**config.mk**
```make
export PLATFORM = sky130hd
export DESIGN_NAME = seq_divider
export DESIGN_NICKNAME = d
export VERILOG_FILES = /design/src/rtl/seq_divider.sv
export SDC_FILE = /design/constraint.sdc
export NUM_CORES = 1
export LEC_CHECK = 0
export BUFFER_PORTS_ARGS = -buffer_cell sky130_fd_sc_hd__clkbuf_2
export CAP_MARGIN = 20
export CORE_MARGIN = 3
export CORE_UTILIZATION = 55
export CTS_CLUSTER_DIAMETER = 80
export DETAILED_ROUTE_END_ITERATION = 7
export PLACE_DENSITY_LB_ADDON = 0.1
export SLEW_MARGIN = 10
export SYNTH_ARGS = -nofsm -noshare
export SYNTH_HDL_FRONTEND = slang
export SYNTH_SLANG_ARGS = --single-unit
```
**constraint.sdc**
```tcl
create_clock -name clk -period 4.1 [get_ports clk]
set_input_delay 0.41 -clock clk [delete_from_list [all_inputs] [get_ports clk]]
set_output_delay 0.41 -clock clk [all_outputs]
set_load 0.01 [all_outputs]
```
**src/rtl/seq_divider.sv**
```systemverilog
// seq_divider: iterative restoring divider for DIV/DIVU.
// It produces one quotient bit per clock. The quotient goes to Q (LO) and the
// remainder goes to R (HI).
// Optional feature macro: SEQ_DIV_EARLY_EXIT_EN. When it is defined, a
// divisor larger than the dividend skips the shift/subtract loop.
//
// Handshake: start is accepted only while the FSM is in IDLE (busy=0, done=0).
// An accepted start captures A, B and is_signed in that same cycle, and the
// inputs are free to change afterwards. busy stays high while the loop and the
// sign fix-up run. done pulses for exactly one cycle when Q/R/div_by_zero are
// valid. Q and R hold their values until the next result overwrites them.
// Any start that arrives outside IDLE, including the DONE cycle, is ignored.
module seq_divider #(
  parameter int WIDTH = 32,
  parameter int CNT_W = 6
) (
  input  logic             clk,
  input  logic             reset,
  input  logic             start,
  input  logic             is_signed,
  input  logic [WIDTH-1:0] A,
  input  logic [WIDTH-1:0] B,
  output logic             busy,
  output logic             done,
  output logic             div_by_zero,
  output logic [WIDTH-1:0] Q,
  output logic [WIDTH-1:0] R,
  output logic [1:0]       state_dbg
);

  localparam logic [1:0] IDLE = 2'd0;
  localparam logic [1:0] RUN  = 2'd1;
  localparam logic [1:0] FIX  = 2'd2;
  localparam logic [1:0] DONE = 2'd3;

  localparam logic [WIDTH-1:0] ZERO     = '0;
  localparam logic [WIDTH-1:0] ALL_ONES = '1;
  localparam logic [CNT_W-1:0] LAST_CNT = CNT_W'(WIDTH - 1);

  logic [1:0]       state;
  logic [CNT_W-1:0] cnt;
  logic [WIDTH-1:0] dvd;     // dividend magnitude, shifted out MSB first
  logic [WIDTH-1:0] dvs;     // divisor magnitude
  logic [WIDTH-1:0] rem;     // partial remainder, always below dvs
  logic [WIDTH-1:0] quot;    // quotient magnitude, built LSB-in
  logic             sign_q;
  logic             sign_r;

  logic [WIDTH-1:0] abs_a;
  logic [WIDTH-1:0] abs_b;
  logic [WIDTH:0]   rem_sh;
  logic             q_bit;
  logic [WIDTH-1:0] rem_nx;

  // Operand magnitudes; two's complement negation only in signed mode
  always_comb begin
    abs_a = (is_signed && A[WIDTH-1]) ? (ZERO - A) : A;
    abs_b = (is_signed && B[WIDTH-1]) ? (ZERO - B) : B;
  end

  // One restoring step: shift in the next dividend bit, then subtract the
  // divisor if it fits. The shifted remainder is one bit wider, so the compare
  // cannot overflow. When the subtract happens, its result is below dvs, so the
  // low WIDTH bits are enough to hold it.
  always_comb begin
    rem_sh = {rem, dvd[WIDTH-1]};
    q_bit  = (rem_sh >= {1'b0, dvs});
    rem_nx = q_bit ? (rem_sh[WIDTH-1:0] - dvs) : rem_sh[WIDTH-1:0];
  end

`ifdef SEQ_DIV_EARLY_EXIT_EN
  logic early_exit;
  // The quotient is zero whenever the divisor magnitude exceeds the dividend's
  always_comb begin
    early_exit = (B != ZERO) && (abs_b > abs_a);
  end
`endif

  // Control FSM plus the datapath registers it sequences
  always_ff @(posedge clk) begin
    if (reset) begin
      state       <= IDLE;
      cnt         <= '0;
      dvd         <= '0;
      dvs         <= '0;
      rem         <= '0;
      quot        <= '0;
      sign_q      <= 1'b0;
      sign_r      <= 1'b0;
      Q           <= '0;
      R           <= '0;
      div_by_zero <= 1'b0;
    end else begin
      case (state)
        IDLE: begin
          if (start) begin
            div_by_zero <= 1'b0;
            sign_q      <= is_signed & (A[WIDTH-1] ^ B[WIDTH-1]);
            sign_r      <= is_signed & A[WIDTH-1];
            dvd         <= abs_a;
            dvs         <= abs_b;
            rem         <= '0;
            quot        <= '0;
            cnt         <= '0;
            if (B == ZERO) begin
              // Defined but architecturally unpredictable result
              Q           <= ALL_ONES;
              R           <= A;
              div_by_zero <= 1'b1;
              state       <= DONE;
            end
`ifdef SEQ_DIV_EARLY_EXIT_EN
            else if (early_exit) begin
              rem   <= abs_a;
              state <= FIX;
            end
`endif
            else begin
              state <= RUN;
            end
          end
        end
        RUN: begin
          rem  <= rem_nx;
          dvd  <= {dvd[WIDTH-2:0], 1'b0};
          quot <= {quot[WIDTH-2:0], q_bit};
          cnt  <= cnt + CNT_W'(1);
          if (cnt == LAST_CNT) state <= FIX;
        end
        FIX: begin
          // Truncation toward zero; the remainder follows the dividend's sign
          Q     <= sign_q ? (ZERO - quot) : quot;
          R     <= sign_r ? (ZERO - rem) : rem;
          state <= DONE;
        end
        DONE: begin
          state <= IDLE;
        end
        default: begin
          state <= IDLE;
        end
      endcase
    end
  end

  // Status decoded straight from the state register
  always_comb begin
    busy      = (state == RUN) || (state == FIX);
    done      = (state == DONE);
    state_dbg = state;
  end

endmodule

```
# ---- Word-level counts from Yosys, hierarchy flattened
# Index checks and enable logic that the tools add are counted.
dict set report word_totals {
  reg_bits 203
  inputBits 68
  out_inout_bits 69
  elab_cells 62
}
dict set report classes {
  n_addsub 6
  magnitude_cmp 1
  eq_ne 7
  n_mux 23
  bitwise 3
  n_reduce_logical 11
}
# cell n
set ops {}
lappend ops {{32-bit 2-to-1 mux} 11}
lappend ops {{32-bit one-hot mux with 2 select lines} 5}
lappend ops {{1-bit by 32-bit subtractor with 32-bit output, first input constant} 4}
lappend ops {{33-bit by 32-bit >= comparator with 1-bit output} 1}
lappend ops {{32-bit zero test} 1}
lappend ops {{32-bit subtractor} 1}
lappend ops {{6-bit one-hot mux with 2 select lines} 1}
lappend ops {{2-bit one-hot mux with 4 select lines} 1}
lappend ops {{6-bit by 1-bit adder with 6-bit output, second input constant} 1}
lappend ops {{6-bit by 5-bit == test with 1-bit output, second input constant} 1}
lappend ops {{2-bit 2-to-1 mux} 3}
lappend ops {{6-bit 2-to-1 mux} 1}
lappend ops {{2-bit inequality test, second input constant} 3}
lappend ops {{2-bit AND reduction} 3}
lappend ops {{2-bit == test, second input constant} 2}
lappend ops {{2-bit nonzero test} 2}
lappend ops {{3-bit AND reduction} 1}
lappend ops {{1-bit AND} 2}
lappend ops {{2-bit by 1-bit == test with 1-bit output, second input constant} 1}
lappend ops {{1-bit logical AND} 2}
lappend ops {{2-bit zero test} 1}
lappend ops {{1-bit logical OR} 1}
lappend ops {{1-bit 2-to-1 mux} 1}
lappend ops {{1-bit bitwise XOR} 1}

# ---- Depth between registers and ports, before layout
# Gate-level depths: netlist of the first run.
dict set report depth {
  depth_word 4
  mapped_depth 13
  depth_no_buf 13
}

# ---- Least setup slack after synthesis of the first run
# No wires, ideal clock.
dict set report synth_timing {
  path_type {reg2reg}
  startpoint {reg rem[11]}
  endpoint {reg rem[0]}
  setup_time_ps 117
  t_arrival_ps 2921
  required_time_ps 3983
  path_slack_ps 1063
  path_stages_with_launch 12
  n_path_buf 2
  period_less_slack_ps 3037
  cell_sequence {dfxtp_1 ha_1 clkbuf_1 o21ai_0 a211oi_1 nor2_1 nor4_1 a21oi_1 o31ai_2 buf_2 a21oi_1 a22o_1}
}
dict set report synth_via {
  elab_chain_cells 3
}
# item line
set synth_rtl {}
lappend synth_rtl {{from (decl)} 44} ;# logic [WIDTH-1:0] rem;
lappend synth_rtl {{from (signal assigned)} 124} ;# rem <= rem_nx;
lappend synth_rtl {{33-bit by 32-bit >= comparator with 1-bit output} 67} ;# q_bit = (rem_sh >= {1'b0, dvs});
lappend synth_rtl {{32-bit 2-to-1 mux} 68} ;# rem_nx = q_bit ? (rem_sh[WIDTH-1:0] - dvs) : rem_sh[WIDTH-1:0];
lappend synth_rtl {{32-bit one-hot mux with 2 select lines} 94} ;# case (state)
# Every way passes these cells.
# A chain may end at the register's enable or synchronous reset.

# ---- Worst setup path in the final report of the first run
dict set report layout_timing {
  startpoint {reg rem[11]}
  endpoint {reg rem[22]}
}
dict set report layout_via {
  elab_chain_cells 3
  word_cells_on_any_way 4
  cone_classes {add/sub: 1; order compare: 1; mux: 2}
}
# item line
set layout_rtl {}
lappend layout_rtl {{32-bit subtractor / 33-bit by 32-bit >= comparator with 1-bit output (equally long branches)} {68, 67}}
lappend layout_rtl {{32-bit 2-to-1 mux (*)} 68}
lappend layout_rtl {{32-bit one-hot mux with 2 select lines (*)} 94}
# Every way passes the cells marked *; elsewhere a longest branch is shown, timed or not.

==> results.yml, run 1 <==
synthesis:
  synth-edff-count: 0
  synth_area_per_cell_sq_um: 7.68
  post-synth-top-count-cell: "sky130_fd_sc_hd__nand2_1"
  yosys_register_bits: 203
  mappedNetlistArea_sq_um: 12100
  synth_seq_area_share: 0.335
  ys_top_cells_by_area: "sky130_fd_sc_hd__dfxtp_1 34%, sky130_fd_sc_hd__nand2_1 6.3%, sky130_fd_sc_hd__xor2_1 6.3%"
  synth_cells: 1580
  synth_ff_type: "sky130_fd_sc_hd__dfxtp_1"
  synth_top_area_frac: 0.335
  yosys_warnings: 0
  synthTopCellsByCount: "204 x sky130_fd_sc_hd__nand2_1, 203 x sky130_fd_sc_hd__dfxtp_1, 184 x sky130_fd_sc_hd__nor2_1"
  synth_cell_types: 63
  ys_async_sr_fraction: 0
  synth_largest_area_cell: "sky130_fd_sc_hd__dfxtp_1"
  synthesis.nets: 1690
timing:
  setup-tns-final_ps: 0
  final_number_of_hold_violating_endpoints: 0
  period_share: 0.804
  layout_min_cycle_time_ps: 3300
  slew_viol_final: 0
  rsz_0062_raised_after_global_routing: "false"
  fin_worst_skew_ps: 16.1
  fin_ws_ps: 805
  relSlewSlack: 0.484
  timing.fmax_mhz: 303
  finalSetupViolCount: 0
  worst_slew_pin_slew_ps: 774
clock_tree:
  cts_tree: "done"
  cts_htree_levels: 1
  ctsResizeCount: 0
  root_buffer: "sky130_fd_sc_hd__clkbuf_16"
  cts_num_sinks: 203
  cts.reportedPaths.clkPinSlew_ps: 60
  clock_insertion_delay_worst_skew_ps: 520
  postCtsSetupRepairBufs: 0
  cts_bufs_inserted: 25
  clk_path_buf_depth: 3
  post_cts_hold_buffer_count: 0
final_layout:
  fin_cells: 1946
  fillCellCount: 1928
  final_net_count: 1763
  syn_to_final_growth_pct: 13.4
  diodes: 0
  utilization_of_the_core_after_routing: 0.644
  share_of_post_route_cells_with_drive_strength_above_1: 0.129
floorplanning:
  floorplan.rows: 53
  core_area_sq_um: 21400
  die_h_um: 155
  design.die.area_sq_um: 23900
  num_io_pins: 137
  starting_utilization_of_the_core_area: 0.568
  die_w_um: 155
run_status:
  outcome: "completed"
placement:
  routabilityCongestion: 0.947
  dp_slack_ps: 892
  dp_cells: 1899
  dp.final_hpwl_um: 24800
  placement.io_buffers: 136
hold_path:
  min_to: "dvs[1]"
  worst_hold_launch: "B[1]"
  holdPathStages: 3
  min_path_type: "in -> reg"
detailed_routing:
  drt.antenna.violating_nets: 0
  wl_um: 34300
  wire_per_inst_um: 17.6
  dr.pass1.iters: 5
  vias_post_dr: 11633
  avgViaCountPerCell: 5.98
  drc_errors: 0
  detailedRoute.firstIterationViolations: 800
worst_setup_path:
  critPathRequiredTime_ps: 4530
  worstSetupEndpointType: "flip-flop"
  worst-path-max-fanout: 31
  regToRegStartpoint: "rem[11]"
  worstRegToRegCells: 10
  worst_path_arrival_ps: 3730
  timing_worst_setup_path_type: "reg -> reg"
  worstSetupStartpointType: "flip-flop"
  worst-r2r-setup-slack_ps: 800
  regToRegEndpoint: "rem[22]"
job:
  max-cap-violations: 0
global_routing:
  first_global_vias: 10684
  grt-ovfl-total: 0
  grt_start_max_net_pins: 81
  antenna_violations_before_repair: 0
  grt_pass1_wl_um: 55800
  grtUsageTotal: 0.278
power_and_ir_drop:
  pwr_density_cell_nw_per_um2: 574
  fin_total_pwr_mw: 7.90
  power.ir.vdd_worst_mv: 0.376
  leakagePower_nw: 5.44
==> registers in the layout, summed over array words and instances (netlist names) <==
register,count
Q,32
dvs,32
R,32
quot,32
sign_r,1
dvd,32
state_dbg,2
rem,32
div_by_zero,1
cnt,6
sign_q,1
==> where the power goes <==
group / total, mW / leakage [nW] / internal (mW) / switching (mW)
Clock: 2.08 / 0.384 / 1.24 / 0.845
Sequential: 2.52 / 1.65 / 2.30 / 0.218
Combinational: 3.30 / 3.40 / 1.13 / 2.16
==> through the flow <==
stage / hold WS [ps] / cell area [sq um]
floorplan: 427 / 12100
global placement: 438 / 12900
detailed placement: 444 / 12900
CTS: 175 / 13700
global route: 197 / 13800
finish: 193 / 13800
==> worst max-delay path: stages, from the launching register on <==
cell	delay, ps
sky130_fd_sc_hd__dfxtp_1	390
sky130_fd_sc_hd__ha_1	450
sky130_fd_sc_hd__o21ai_0	130
sky130_fd_sc_hd__a211oi_1	340
sky130_fd_sc_hd__nor2_1	100
sky130_fd_sc_hd__nor4_1	390
sky130_fd_sc_hd__a21oi_1	220
sky130_fd_sc_hd__o31ai_4	500
sky130_fd_sc_hd__buf_12	260
sky130_fd_sc_hd__nand2_1	200
sky130_fd_sc_hd__o21ai_0	220
==> cells by family after synthesis <==
kind of cell,Yosys count,synth area share
DFF,203,0.335
adders and majority gates,42,0.0439
muxes,17,0.0141
AOI/OAI and AO/OA,477,0.258
xor gates and xnor gates,141,0.102
buffers and inverters,168,0.0525
and+or+nand+nor,532,0.195
==> cell type report <==
cell class | instances | area, sq um | area share
Multi-Input combinational cell | 1209 | 7470 | 0.543
Sequential cell | 203 | 4060 | 0.296
Timing Repair Buffer | 156 | 878 | 0.0639
Clock buffer | 40 | 742 | 0.0540
Tap cell | 275 | 344 | 0.0250
Inverter | 58 | 218 | 0.0158
Clock inverter | 5 | 35.0 | 0.00255
==> layout by cell type, fill, tap and decap left out, types with 9 or more instances in the layout <==
cell type                     n
sky130_fd_sc_hd__a211oi_1    46
sky130_fd_sc_hd__a21o_1      11
sky130_fd_sc_hd__a21oi_1    130
sky130_fd_sc_hd__a22oi_1     35
sky130_fd_sc_hd__a311oi_1    39
sky130_fd_sc_hd__a31oi_1      9
sky130_fd_sc_hd__a32oi_1      9
sky130_fd_sc_hd__buf_4       17
sky130_fd_sc_hd__clkbuf_1     9
sky130_fd_sc_hd__clkbuf_16   25
sky130_fd_sc_hd__clkbuf_2   135
sky130_fd_sc_hd__dfxtp_1    203
sky130_fd_sc_hd__ha_1        39
sky130_fd_sc_hd__inv_1       57
sky130_fd_sc_hd__mux2i_1     16
sky130_fd_sc_hd__nand2_1    203
sky130_fd_sc_hd__nand2b_1     9
sky130_fd_sc_hd__nand3_1     19
sky130_fd_sc_hd__nand4_1     11
sky130_fd_sc_hd__nor2_1     183
sky130_fd_sc_hd__nor2b_1      9
sky130_fd_sc_hd__nor3_1      20
sky130_fd_sc_hd__nor4_1      11
sky130_fd_sc_hd__o211ai_1    16
sky130_fd_sc_hd__o21ai_0    101
sky130_fd_sc_hd__o31ai_1     24
sky130_fd_sc_hd__o41ai_1     14
sky130_fd_sc_hd__or3_1       15
sky130_fd_sc_hd__or4_1       13
sky130_fd_sc_hd__xnor2_1     54
sky130_fd_sc_hd__xor2_1      87
==> worst max-delay path by stage <==
stage	startpoint	to	slack (ps)	cells after the start
after global routing	rem[15]	rem[22]	500	10
after floorplan	rem[11]	rem[0]	1060	11
final	rem[11]	rem[22]	800	10
after CTS	dvs[12]	rem[22]	860	11
after detailed placement	rem[11]	rem[22]	890	10
after global placement	rem[7]	R[25]	960	9
==> metal layers <==
| metal | global-route usage | part of all wire |
|---|---|---|
| met1 | 0.390 | 0.45 |
| met2 | 0.443 | 0.45 |
| met3 | 0.0523 | 0.072 |
| met4 | 0.0715 | 0.023 |
| met5 | 0 | 0 |
Power figures use the tool's default switching activity.
==> run 2, diff against run 1 <==
--- a/config.mk
+++ b/config.mk
@@ -5,6 +5,7 @@
 export SDC_FILE = /design/constraint.sdc
 export NUM_CORES = 1
 export LEC_CHECK = 0
+export ABC_AREA = 1
 export BUFFER_PORTS_ARGS = -buffer_cell sky130_fd_sc_hd__clkbuf_2
 export CAP_MARGIN = 20
 export CORE_MARGIN = 3
==> constraint.sdc (replaced) <==
create_clock -name clk -period 3.1 [get_ports clk]
set_input_delay 0.31 -clock clk [delete_from_list [all_inputs] [get_ports clk]]
set_output_delay 0.31 -clock clk [all_outputs]
set_load 0.01 [all_outputs]
==> run 2 against run 1 <==
Net effect:
- die area increased by 16%
- clock power is 33% higher
- cell count rose by 42%
- utilization decreased by 1.6 points
- sequential cell count did not move
- worst hold slack worse by 120 ps
- first-iteration DRC count grew 100%
- via count up 36%
- area after synthesis rose by 17%
- non-clock buffer count up 14
- critical path type unchanged
- highest routed layer unchanged
- largest power group is now registers
==> results.yml, run 2 <==
hold_path:
  worst_hold_launch: "A[12]"
  min_to: "R[12]"
  holdPathStages: 3
  min_path_type: "in -> reg"
timing:
  fin_worst_skew_ps: 23.6
  slew_viol_final: 0
  timing.hold.ws_ps: 69.4
  fin_ws_ps: 285
  worst_slew_pin_slew_ps: 1090
  final_number_of_hold_violating_endpoints: 0
  period_share: 0.908
  relSlewSlack: 0.270
  finalSetupViolCount: 0
  timing.fmax_mhz: 355
  setup-tns-final_ps: 0
  layout_min_cycle_time_ps: 2810
  rsz_0062_raised_after_global_routing: "false"
worst_setup_path:
  worst-path-max-fanout: 33
  worstRegToRegCells: 13
  critical_path.cell_chain: "ha_1 > nand2_1 > nor2_1 > nand2_1 > nor2_1 > nand3_1 > nand3_2 > nor2_4 > nand2_4 > nand2_2 > nand2_1 > nand2_1 > a21oi_1"
  timing.critical_path.slowest_cell_delay_ps: 490
  timing.critical_path.buf_inv: 0
  delay_heaviest_family_cp: "simple AND/OR/NAND/NOR gates"
  worst-r2r-setup-slack_ps: 290
  worstSetupEndpointType: "flip-flop"
  timing_worst_setup_path_type: "reg -> reg"
  crit_top_cell: "sky130_fd_sc_hd__nand2_1"
  timing.critical_path.slowest_stage_cell: "sky130_fd_sc_hd__dfxtp_1"
  critPathRequiredTime_ps: 3460
  regToRegEndpoint: "rem[29]"
  worst_path_arrival_ps: 3180
  regToRegStartpoint: "rem[9]"
  worstSetupStartpointType: "flip-flop"
floorplanning:
  design.die.area_sq_um: 27700
  core_area_sq_um: 25300
  num_io_pins: 137
  floorplan.rows: 58
  die_w_um: 166
  starting_utilization_of_the_core_area: 0.561
  die_h_um: 166
synthesis:
  ys_async_sr_fraction: 0
  synthesis.nets: 2447
  synth_largest_area_cell: "sky130_fd_sc_hd__dfxtp_1"
  yosys_register_bits: 203
  mappedNetlistArea_sq_um: 14200
  post-synth-top-count-cell: "sky130_fd_sc_hd__nand2_1"
  synth_area_per_cell_sq_um: 6.06
  synth_cells: 2337
  yosys_warnings: 0
  synth_cell_types: 49
  synth-edff-count: 0
  ys_top_cells_by_area: "sky130_fd_sc_hd__dfxtp_1 29%, sky130_fd_sc_hd__nand2_1 16%, sky130_fd_sc_hd__a21oi_1 7.7%"
  synth_seq_area_share: 0.287
  synth_top_area_frac: 0.287
  synthTopCellsByCount: "616 x sky130_fd_sc_hd__nand2_1, 284 x sky130_fd_sc_hd__inv_1, 232 x sky130_fd_sc_hd__nor2_1"
  synth_ff_type: "sky130_fd_sc_hd__dfxtp_1"
global_routing:
  grt_pass1_wl_um: 73900
  antenna_violations_before_repair: 0
  grtUsageTotal: 0.320
  first_global_vias: 14090
  grt_start_max_net_pins: 95
  grt-ovfl-total: 0
placement:
  place_area_sq_um: 15100
  dp.final_hpwl_um: 35300
  routabilityCongestion: 1.00
  dp_cells: 2733
  placement.io_buffers: 136
  dp_slack_ps: 225
power_and_ir_drop:
  power.ir.vdd_worst_mv: 0.404
  pwr_density_cell_nw_per_um2: 520
  fin_total_pwr_mw: 8.25
  leakagePower_nw: 7.66
detailed_routing:
  wl_um: 46500
  wire_per_inst_um: 16.8
  vias_post_dr: 15781
  drc_errors: 0
  drt.antenna.violating_nets: 0
  avgViaCountPerCell: 5.69
  detailedRoute.firstIterationViolations: 1611
  dr.pass1.iters: 6
clock_tree:
  cts.reportedPaths.clkPinSlew_ps: 60
  cts_tree: "done"
  cts_htree_levels: 1
  root_buffer: "sky130_fd_sc_hd__clkbuf_16"
  cts_num_sinks: 203
  post_cts_hold_buffer_count: 0
  postCtsSetupRepairBufs: 0
  ctsResizeCount: 0
  clk_path_buf_depth: 3
  clock_insertion_delay_worst_skew_ps: 540
  cts_bufs_inserted: 25
final_layout:
  utilization_of_the_core_after_routing: 0.628
  syn_to_final_growth_pct: 11.9
  final_net_count: 2541
  final_cell_mix: "616 x sky130_fd_sc_hd__nand2_1, 283 x sky130_fd_sc_hd__inv_1, 231 x sky130_fd_sc_hd__nor2_1"
  fin_cells: 2773
  fillCellCount: 2506
  share_of_post_route_cells_with_drive_strength_above_1: 0.102
  finish.instance_area_sq_um: 15900
  layout.cells.most_common: "sky130_fd_sc_hd__nand2_1"
  diodes: 0
run_status:
  outcome: "completed"
job:
  max-cap-violations: 0
## run 2: changes by cell type after synthesis, moves of 40 or more
| cell | change |
|---|---|
| sky130_fd_sc_hd__xor2_1 | -57 |
| sky130_fd_sc_hd__o21ai_1 | +43 |
| sky130_fd_sc_hd__a211oi_1 | -40 |
| sky130_fd_sc_hd__nand3_1 | +180 |
| sky130_fd_sc_hd__inv_1 | +227 |
| sky130_fd_sc_hd__a21oi_1 | +88 |
| sky130_fd_sc_hd__nand2_1 | +412 |
| sky130_fd_sc_hd__nor2_1 | +48 |
## run 2: worst max path at each step
stage | start | to | slack (ps) | cells after the start
4_1_cts | rem[9] | rem[29] | 180 | 13
2_1_floorplan | rem[6] | rem[31] | 1160 | 13
3_5_place_dp | rem[9] | rem[29] | 220 | 13
6_report | rem[9] | rem[29] | 290 | 13
3_3_place_gp | dvs[30] | rem[29] | 290 | 12
5_1_grt | rem[18] | rem[28] | 4 | 15
## run 2: logic make-up (layout without fill, tap and decap cells)
family / Yosys count / after routing / share of synthesized area
AOI/OAI and AO/OA: 479 / 479 / 0.182
and+or+nand+nor: 1166 / 1167 / 0.350
xor gates and xnor gates: 52 / 52 / 0.0321
buffers and inverters: 395 / 500 / 0.111
adders and majority gates: 42 / 42 / 0.0376
DFF: 203 / 203 / 0.287
## run 2: power breakdown
part           internal (mW)  switching (mW)  total [mW]
clock network           1.63            1.14        2.77
logic                  0.763            1.79        2.55
registers               2.80           0.128        2.93
## run 2: layout make-up
type,count,area [sq um],area share
clock buffer,33,686,0.0433
timing repair buffer,170,976,0.0616
multi-input combinational,1740,8550,0.539
clock inverter,6,73.8,0.00466
tap,330,413,0.0260
inverter,291,1090,0.0690
sequential,203,4060,0.256
## run 2: tightest hold or removal path, stage by stage
cell and delay [ps]:
sky130_fd_sc_hd__clkbuf_2 120, sky130_fd_sc_hd__nand2_1 70, sky130_fd_sc_hd__a31oi_1 70
## run 2: per-layer routing
metal / GRT usage / vias up / wire length [um]
li1: - / 7816 / -
met1: 0.464 / 7246 / 21000
met2: 0.508 / 633 / 20600
met3: 0.0377 / 86 / 3670
met4: 0.0875 / 0 / 1220
met5: 0 / - / 0
==> run 3, diff against run 2 <==
==> constraint.sdc (replaced) <==
create_clock -name clk -period 3.3 [get_ports clk]
set_input_delay 0.33 -clock clk [delete_from_list [all_inputs] [get_ports clk]]
set_output_delay 0.33 -clock clk [all_outputs]
set_load 0.01 [all_outputs]
==> run 3 against run 2 <==
Net effect:
- worst setup slack better by 24 ps
- sequential cell count unchanged
- utilization up 0.064 points
==> results.yml, run 3 (synthesis gave the netlist of run 2 again) <==
floorplanning:
  num_io_pins: 137
  floorplan.rows: 58
  design.die.area_sq_um: 27700
  starting_utilization_of_the_core_area: 0.561
  die_w_um: 166
  core_area_sq_um: 25300
  die_h_um: 166
final_layout:
  share_of_post_route_cells_with_drive_strength_above_1: 0.102
  diodes: 0
  utilization_of_the_core_after_routing: 0.628
  final_cell_mix: "616 x sky130_fd_sc_hd__nand2_1, 283 x sky130_fd_sc_hd__inv_1, 231 x sky130_fd_sc_hd__nor2_1"
  fin_cells: 2771
  finish.instance_area_sq_um: 15900
  final_net_count: 2532
  syn_to_final_growth_pct: 12.0
  layout.cells.most_common: "sky130_fd_sc_hd__nand2_1"
timing:
  worst_slew_pin_slew_ps: 1070
  layout_min_cycle_time_ps: 2990
  fin_ws_ps: 309
  finalSetupViolCount: 0
  relSlewSlack: 0.284
  rsz_0062_raised_after_global_routing: "false"
  timing.hold.ws_ps: 89.5
  final_number_of_hold_violating_endpoints: 0
  period_share: 0.906
  timing.fmax_mhz: 334
  setup-tns-final_ps: 0
  fin_worst_skew_ps: 26.3
  slew_viol_final: 0
clock_tree:
  cts.reportedPaths.clkPinSlew_ps: 60
  cts_bufs_inserted: 25
  post_cts_hold_buffer_count: 0
  postCtsSetupRepairBufs: 0
  ctsResizeCount: 0
  clock_insertion_delay_worst_skew_ps: 560
  cts_tree: "done"
  cts_htree_levels: 1
  root_buffer: "sky130_fd_sc_hd__clkbuf_16"
  cts_num_sinks: 203
  clk_path_buf_depth: 3
global_routing:
  grt_pass1_wl_um: 73800
  grt-ovfl-total: 0
  grt_start_max_net_pins: 83
  grtUsageTotal: 0.320
  first_global_vias: 14000
  antenna_violations_before_repair: 0
detailed_routing:
  vias_post_dr: 15589
  avgViaCountPerCell: 5.63
  dr.pass1.iters: 6
  wl_um: 46200
  detailedRoute.firstIterationViolations: 1601
  drt.antenna.violating_nets: 0
  drc_errors: 0
  wire_per_inst_um: 16.7
worst_setup_path:
  delay_heaviest_family_cp: "simple AND/OR/NAND/NOR gates"
  timing.critical_path.buf_inv: 0
  critPathRequiredTime_ps: 3670
  timing_worst_setup_path_type: "reg -> reg"
  worst_path_arrival_ps: 3360
  worst-path-max-fanout: 33
  critical_path.cell_chain: "ha_1 > nand2_1 > nor2_1 > nand2_1 > nor2_1 > nand3_1 > nand3_2 > nor2_4 > nand2_4 > nand2_2 > nand2_1 > nand2_1 > a21oi_1"
  timing.critical_path.slowest_cell_delay_ps: 510
  worstSetupEndpointType: "flip-flop"
  worstSetupStartpointType: "flip-flop"
  crit_top_cell: "sky130_fd_sc_hd__nand2_1"
  timing.critical_path.slowest_stage_cell: "sky130_fd_sc_hd__nor2_4"
power_and_ir_drop:
  leakagePower_nw: 7.66
  pwr_density_cell_nw_per_um2: 499
  power.ir.vdd_worst_mv: 0.458
  fin_total_pwr_mw: 7.91
placement:
  placement.io_buffers: 136
  dp_cells: 2725
  routabilityCongestion: 1.01
  dp.final_hpwl_um: 34800
  place_area_sq_um: 15000
  dp_slack_ps: 391
job:
  max-cap-violations: 0
hold_path:
  min_path_type: "in -> reg"
run_status:
  outcome: "completed"
## run 3: cell count changes in the layout (fill, tap and decap cells not counted), sizes merged
cell      before  now
clkbuf       168  170
buf           35   27
inv          288  290
nor2         248  247
clkinvlp       0    1
clkinv         8   10
## run 3: report_power, final
group,switching (mW),total [mW],internal (mW)
Clock,1.16,2.80,1.64
Sequential,0.109,2.74,2.63
Combinational,1.67,2.37,0.699
Total,2.94,7.91,4.97
## run 3: final cells by class
class                           instances  area [sq um]
Clock buffer                           35           733
Clock inverter                         11           109
Fill cell                            2486          9390
Inverter                              291          1090
Multi-Input combinational cell       1739          8540
Sequential cell                       203          4060
Tap cell                              330           413
Timing Repair Buffer                  162           916
## run 3: worst paths after layout
| kind | start | to | slack, ps | cells after the start |
|---|---|---|---|---|
| worst max-delay path | rem[10] | rem[28] | 310 | 13 |
| worst min-delay path | A[7] | R[7] | 90 | 3 |
| worst max register to register | rem[10] | rem[28] | 310 | 13 |
| worst min register to register | cnt[4] | cnt[4] | 450 | 2 |
## run 3: metal layers
layer	GRT usage	part of all wire	vias up
li1	-	-	7797
met1	0.447	0.45	7103
met2	0.507	0.44	603
met3	0.0615	0.082	86
met4	0.0940	0.029	0
met5	0	0	-
## run 3: worst min-delay path, delay by kind of cell
| kind | cells | cell delay (ps) |
|---|---|---|
| AOI/OAI and AO/OA | 1 | 70 |
| and+or+nand+nor | 1 | 80 |
| buffers and inverters | 1 | 120 |
